### src/rtl/mu0_pkg.sv
// Shared definitions for the MU0 boot controller: sequencer states, MU0 opcodes,
// default bus widths.
package mu0_pkg;

  localparam int MU0_ADDR_W = 12;
  localparam int MU0_DATA_W = 16;

  typedef enum logic [1:0] {
    ST_IDLE,
    ST_LOAD,
    ST_HOLD,
    ST_RUN
  } boot_state_e;

  // MU0 instruction word is {opcode[3:0], address[11:0]}
  localparam logic [3:0] OP_LDA = 4'd0;
  localparam logic [3:0] OP_STO = 4'd1;
  localparam logic [3:0] OP_ADD = 4'd2;
  localparam logic [3:0] OP_SUB = 4'd3;
  localparam logic [3:0] OP_JMP = 4'd4;
  localparam logic [3:0] OP_JGE = 4'd5;
  localparam logic [3:0] OP_JNE = 4'd6;
  localparam logic [3:0] OP_STP = 4'd7;

endpackage

### src/rtl/mu0_mem_mux.sv
// Memory port mux: CPU pass-through while running, loader write strobe while
// loading, otherwise an idle read with zeroed address/data.
module mu0_mem_mux #(
  parameter int ADDR_W = 12,
  parameter int DATA_W = 16,
  parameter int PTR_W  = 5
) (
  input  logic              i_run,
  input  logic              i_wr_stb,
  input  logic [PTR_W-1:0]  i_ptr,
  input  logic [DATA_W-1:0] i_load_data,
  input  logic              i_cpu_memrq,
  input  logic              i_cpu_rnw,
  input  logic [ADDR_W-1:0] i_cpu_addr,
  input  logic [DATA_W-1:0] i_cpu_wdata,
  output logic              o_mem_memrq,
  output logic              o_mem_rw,
  output logic [ADDR_W-1:0] o_mem_addr,
  output logic [DATA_W-1:0] o_mem_wdata
);

  always_comb begin
    o_mem_memrq = 1'b0;
    o_mem_rw    = 1'b1;
    o_mem_addr  = '0;
    o_mem_wdata = '0;
    if (i_run) begin
      o_mem_memrq = i_cpu_memrq;
      o_mem_rw    = i_cpu_rnw;
      o_mem_addr  = i_cpu_addr;
      o_mem_wdata = i_cpu_wdata;
    end else if (i_wr_stb) begin
      o_mem_memrq = 1'b1;
      o_mem_rw    = 1'b0;
      o_mem_addr  = ADDR_W'(i_ptr);
      o_mem_wdata = i_load_data;
    end
  end

endmodule

### src/rtl/mu0_boot_ctrl.sv
// Boot sequencer: streams a loader image into memory from address 0 with MU0 held
// in reset, holds reset for RST_HOLD cycles, then hands the memory port to MU0.
module mu0_boot_ctrl
  import mu0_pkg::*;
#(
  parameter int ADDR_W    = MU0_ADDR_W,
  parameter int DATA_W    = MU0_DATA_W,
  parameter int MEM_DEPTH = 32,
  parameter int RST_HOLD  = 3,
  localparam int PTR_W    = $clog2(MEM_DEPTH),
  localparam int CNT_W    = PTR_W + 1,
  localparam int HOLD_W   = $clog2(RST_HOLD + 1)
) (
  input  logic              i_clk,
  input  logic              i_rst,
  input  logic              i_start,
  input  logic              i_load_valid,
  input  logic [DATA_W-1:0] i_load_data,
  input  logic              i_load_last,
  output logic              o_load_ready,
  input  logic              i_cpu_memrq,
  input  logic              i_cpu_rnw,
  input  logic [ADDR_W-1:0] i_cpu_addr,
  input  logic [DATA_W-1:0] i_cpu_wdata,
  output logic              o_cpu_rst_n,
  output logic              o_mem_memrq,
  output logic              o_mem_rw,
  output logic [ADDR_W-1:0] o_mem_addr,
  output logic [DATA_W-1:0] o_mem_wdata,
  output logic              o_busy,
  output logic              o_boot_done,
  output logic              o_overflow,
  output logic [CNT_W-1:0]  o_words_loaded
);

  boot_state_e       r_state;
  logic [PTR_W-1:0]  r_ptr;
  logic [HOLD_W-1:0] r_hold;
  logic              r_cpu_rst_n;
  logic              r_overflow;
  logic [CNT_W-1:0]  r_words;

  logic w_xfer;
  logic w_at_end;

  assign w_xfer   = (r_state == ST_LOAD) && i_load_valid;
  assign w_at_end = (r_ptr == PTR_W'(MEM_DEPTH - 1));

  always_ff @(posedge i_clk) begin
    if (i_rst) begin
      r_state     <= ST_IDLE;
      r_ptr       <= '0;
      r_hold      <= '0;
      r_cpu_rst_n <= 1'b0;
      r_overflow  <= 1'b0;
      r_words     <= '0;
    end else begin
      case (r_state)
        ST_IDLE: if (i_start) begin
          r_state    <= ST_LOAD;
          r_ptr      <= '0;
          r_words    <= '0;
          r_overflow <= 1'b0;
        end
        ST_LOAD: if (w_xfer) begin
          r_ptr   <= r_ptr + PTR_W'(1);
          r_words <= r_words + CNT_W'(1);
          if (i_load_last || w_at_end) begin
            r_state <= ST_HOLD;
            r_hold  <= '0;
          end
          // Memory full without an end marker: image truncated
          if (w_at_end && !i_load_last) r_overflow <= 1'b1;
        end
        ST_HOLD: begin
          if (r_hold == HOLD_W'(RST_HOLD - 1)) begin
            r_state     <= ST_RUN;
            r_cpu_rst_n <= 1'b1;
          end else begin
            r_hold <= r_hold + HOLD_W'(1);
          end
        end
        ST_RUN: if (i_start) begin
          r_state     <= ST_LOAD;
          r_cpu_rst_n <= 1'b0;
          r_ptr       <= '0;
          r_words     <= '0;
          r_overflow  <= 1'b0;
        end
        default: r_state <= ST_IDLE;
      endcase
    end
  end

  assign o_load_ready   = (r_state == ST_LOAD);
  assign o_busy         = (r_state == ST_LOAD) || (r_state == ST_HOLD);
  assign o_boot_done    = (r_state == ST_RUN);
  assign o_cpu_rst_n    = r_cpu_rst_n;
  assign o_overflow     = r_overflow;
  assign o_words_loaded = r_words;

  mu0_mem_mux #(
    .ADDR_W (ADDR_W),
    .DATA_W (DATA_W),
    .PTR_W  (PTR_W)
  ) u_mux (
    .i_run       (r_state == ST_RUN),
    .i_wr_stb    (w_xfer),
    .i_ptr       (r_ptr),
    .i_load_data (i_load_data),
    .i_cpu_memrq (i_cpu_memrq),
    .i_cpu_rnw   (i_cpu_rnw),
    .i_cpu_addr  (i_cpu_addr),
    .i_cpu_wdata (i_cpu_wdata),
    .o_mem_memrq (o_mem_memrq),
    .o_mem_rw    (o_mem_rw),
    .o_mem_addr  (o_mem_addr),
    .o_mem_wdata (o_mem_wdata)
  );

endmodule

### config.mk
export PLATFORM = sky130hd
export DESIGN_NAME = mu0_boot_ctrl
export DESIGN_NICKNAME = d
export VERILOG_FILES = /design/src/rtl/mu0_pkg.sv /design/src/rtl/mu0_mem_mux.sv /design/src/rtl/mu0_boot_ctrl.sv
export SDC_FILE = /design/constraint.sdc
export NUM_CORES = 1
export LEC_CHECK = 0
export ABC_AREA = 1
export ABC_CLOCK_PERIOD_IN_PS = 5000
export CAP_MARGIN = 20
export CORE_MARGIN = 2
export CORE_UTILIZATION = 39
export CTS_BUF_LIST = sky130_fd_sc_hd__clkbuf_8
export DETAILED_ROUTE_END_ITERATION = 12
export GPL_TIMING_DRIVEN = 0
export PLACE_DENSITY = 0.88
export SETUP_SLACK_MARGIN = 0.15
export SYNTH_ARGS = -nofsm -noshare
export SYNTH_HDL_FRONTEND = slang
export SYNTH_HIERARCHICAL = 1
export SYNTH_SLANG_ARGS = --single-unit
### constraint.sdc
create_clock -name i_clk -period 5 [get_ports i_clk]
set_input_delay 1 -clock i_clk [delete_from_list [all_inputs] [get_ports i_clk]]
set_output_delay 1 -clock i_clk [all_outputs]
set_load 0.01 [all_outputs]
==> results.yml <==
power:
  power_density_nw_per_um2: 348
  irDropWorstVdd_v: 0.000352
  p_leak_nw: 1.09
floorplanning:
  start_util: 0.400
  ios: 92
  fp.dieH_um: 62.0
  core_area_um2: 3280
  die-area_um2: 3850
  rows: 21
  die_w_um: 62.0
critical_path:
  cp-end-kind: "primary output"
  start_kind: "input pin"
  critPathKind: "in -> out"
  cp.required_ns: 4.00
  arrival_ns: 2.72
  crit_fanout: 10
synthesis:
  synth_area_um2: 1310
  syn_inst: 230
  synth_top_cell_by_area: "dfxtp_1"
  synth_top_family_by_area: "simple AND/OR/NAND/NOR gates"
  ys_ff_latch: 17
  synth_fa_ha_area_frac: 0.0763
  synth_nets: 289
  ys_seq_area_frac: 0.259
  yosys_warnings: 6
  synthXorXnorAreaFrac: 0
  synth_top_area_share: 0.259
  synth-compound-area-share: 0.0677
  synth_cell_types: 16
  synthSimpleGateAreaFrac: 0.481
  ys_top_cells_by_area: "dfxtp_1, nand2_1, nand3_1, nor2_1, ha_1"
  synthMuxAreaShare: 0
  avgSynthCellArea_um2: 5.71
detailed_routing:
  routed_wl_um: 4160
  dr.pass1.iters: 5
  viasPerCell: 4.77
  ant_nets: 0
  wl_per_cell_um: 11.2
  drc: 0
  via_count: 1769
  drtIter0Drc: 81
sta:
  drv_slew: 0
  slew_headroom: 0.813
  tightest_slew_ns: 0.281
  period_needed_ns: 3.72
  fin_crit_sh: 0.745
  setup_violations: 0
  timing.fmax_ghz: 0.269
  hold_viol: 0
  fin_worst_skew_ns: 0.00262
  timing.setup.tns_ns: 0
  rsz0062_at_grt: "no"
clocking:
  cts_tree: "yes"
  path_clk_slew_ns: 0.07
  cts_setup_buffers: 0
  root_buffer: "clkbuf_8"
  cts_resized: 0
  cts_buffer_depth: 2
  numCtsBuffers: 3
  clkSinkCount: 17
  clk_latency_ns: 0.25
  holdBufCountCts: 0
  htreeDepth: 1
global_route:
  grt_pass1_wl_um: 6130
  grt_overflow_total: 0
  grt_pass1_vias: 1438
  grt_max_degree: 11
  grt_usage: 0.208
  grt_antenna_before_repair: 0
hold_path:
  hp-class: "reg -> reg"
cells_and_area:
  fill_cells: 288
  nets: 385
  drive_gt1_frac: 0.0462
  utilization: 0.708
  syn_to_final_growth_pct: 77.2
  diodes: 0
placed_design:
  gp_congestion: 0.782
  numPortBuffers: 91
  hpwl_um: 3300
job:
  cap_violations: 0
run_status:
  status: "complete, no violations"
==> cells by family after synthesis <==
family                   Yosys count
AND/OR/NAND/NOR                  152
buffers and inverters             36
AO/OA/AOI/OAI                     17
flip-flops                        17
adder cells (fa/ha/maj)            8
==> sequential cells by signal, summed over array words and instances (netlist names) <==
register and cells:
o_words_loaded 6, r_ptr 5, r_hold 2, r_state 2, o_cpu_rst_n 1, o_overflow 1
==> metrics by stage <==
step                      worst slack (ns)  power (mW)  cells  instance area (µm²)  hold slack, ns
after global placement                1.33       0.696    367                 2280           0.454
after detailed placement              1.31       0.710    367                 2280           0.458
after CTS                             1.28       0.813    371                 2330           0.474
final                                 1.28       0.809    371                 2330           0.467
after floorplan                       2.51       0.487    230                 1310           0.457
after global routing                  1.12       0.878    371                 2330           0.509
==> synth_stat cells <==
master,count
a21oi_1,11
a31oi_1,1
buf_2,7
buf_6,1
dfxtp_1,17
ha_1,8
inv_1,25
inv_2,3
nand2_1,87
nand3_1,32
nand3_4,1
nand4_1,2
nor2_1,28
nor3_1,2
o21a_1,1
o21ai_0,4
==> final cells by class <==
type,instances,area (µm²),area share
well taps,46,57.6,0.0247
multi-input cells,177,821,0.353
repair buffers,91,911,0.392
flip-flops and latches,17,340,0.146
clock inverters,1,3.75,0.00161
plain buffers,8,46.3,0.0199
inverters,28,105,0.0452
clock buffers,3,41.3,0.0178
==> path summary, 6_finish.rpt <==
path	startpoint	endpoint	slack, ns	cells past startpoint
max reg2reg	r_state[0]	o_words_loaded[2]	3.20	9
min	o_cpu_rst_n	o_cpu_rst_n	0.47	1
max	i_load_valid	o_mem_addr[0]	1.28	7
min reg2reg	o_cpu_rst_n	o_cpu_rst_n	0.47	1
==> critical path, cell delays in order <==
cell and delay (ns):
clkdlybuf4s50_1 0.53, nand2_1 0.08, inv_1 0.14, buf_2 0.24
nand3_1 0.10, nand2_1 0.07, clkdlybuf4s50_1 0.56
==> layer usage <==
| metal | share of wire | vias up | wire, µm | global-route usage |
|---|---|---|---|---|
| met5 | 0 | - | 0 | 0 |
| met4 | 0.0024 | 0 | 10 | 0.0456 |
| met3 | 0.12 | 2 | 484 | 0.0476 |
| met2 | 0.48 | 66 | 1980 | 0.382 |
| met1 | 0.40 | 786 | 1680 | 0.245 |
| li1 | - | 915 | - | - |
==> power breakdown <==
part | switching (mW) | total, mW | internal [mW]
Combinational | 0.282 | 0.523 | 0.241
Sequential | 0.0238 | 0.184 | 0.160
Clock | 0.0473 | 0.102 | 0.0545
==> cell usage in the layout (no fill, tap or decap), types with 4 or more instances in the layout <==
| cell | n |
|---|---|
| clkdlybuf4s50_1 | 91 |
| inv_1 | 26 |
| dfxtp_1 | 17 |
| nor2_1 | 28 |
| buf_2 | 7 |
| nand3_1 | 32 |
| a21oi_1 | 11 |
| nand2_1 | 87 |
| ha_1 | 8 |
| o21ai_0 | 4 |
Power figures use the tool's default switching activity.
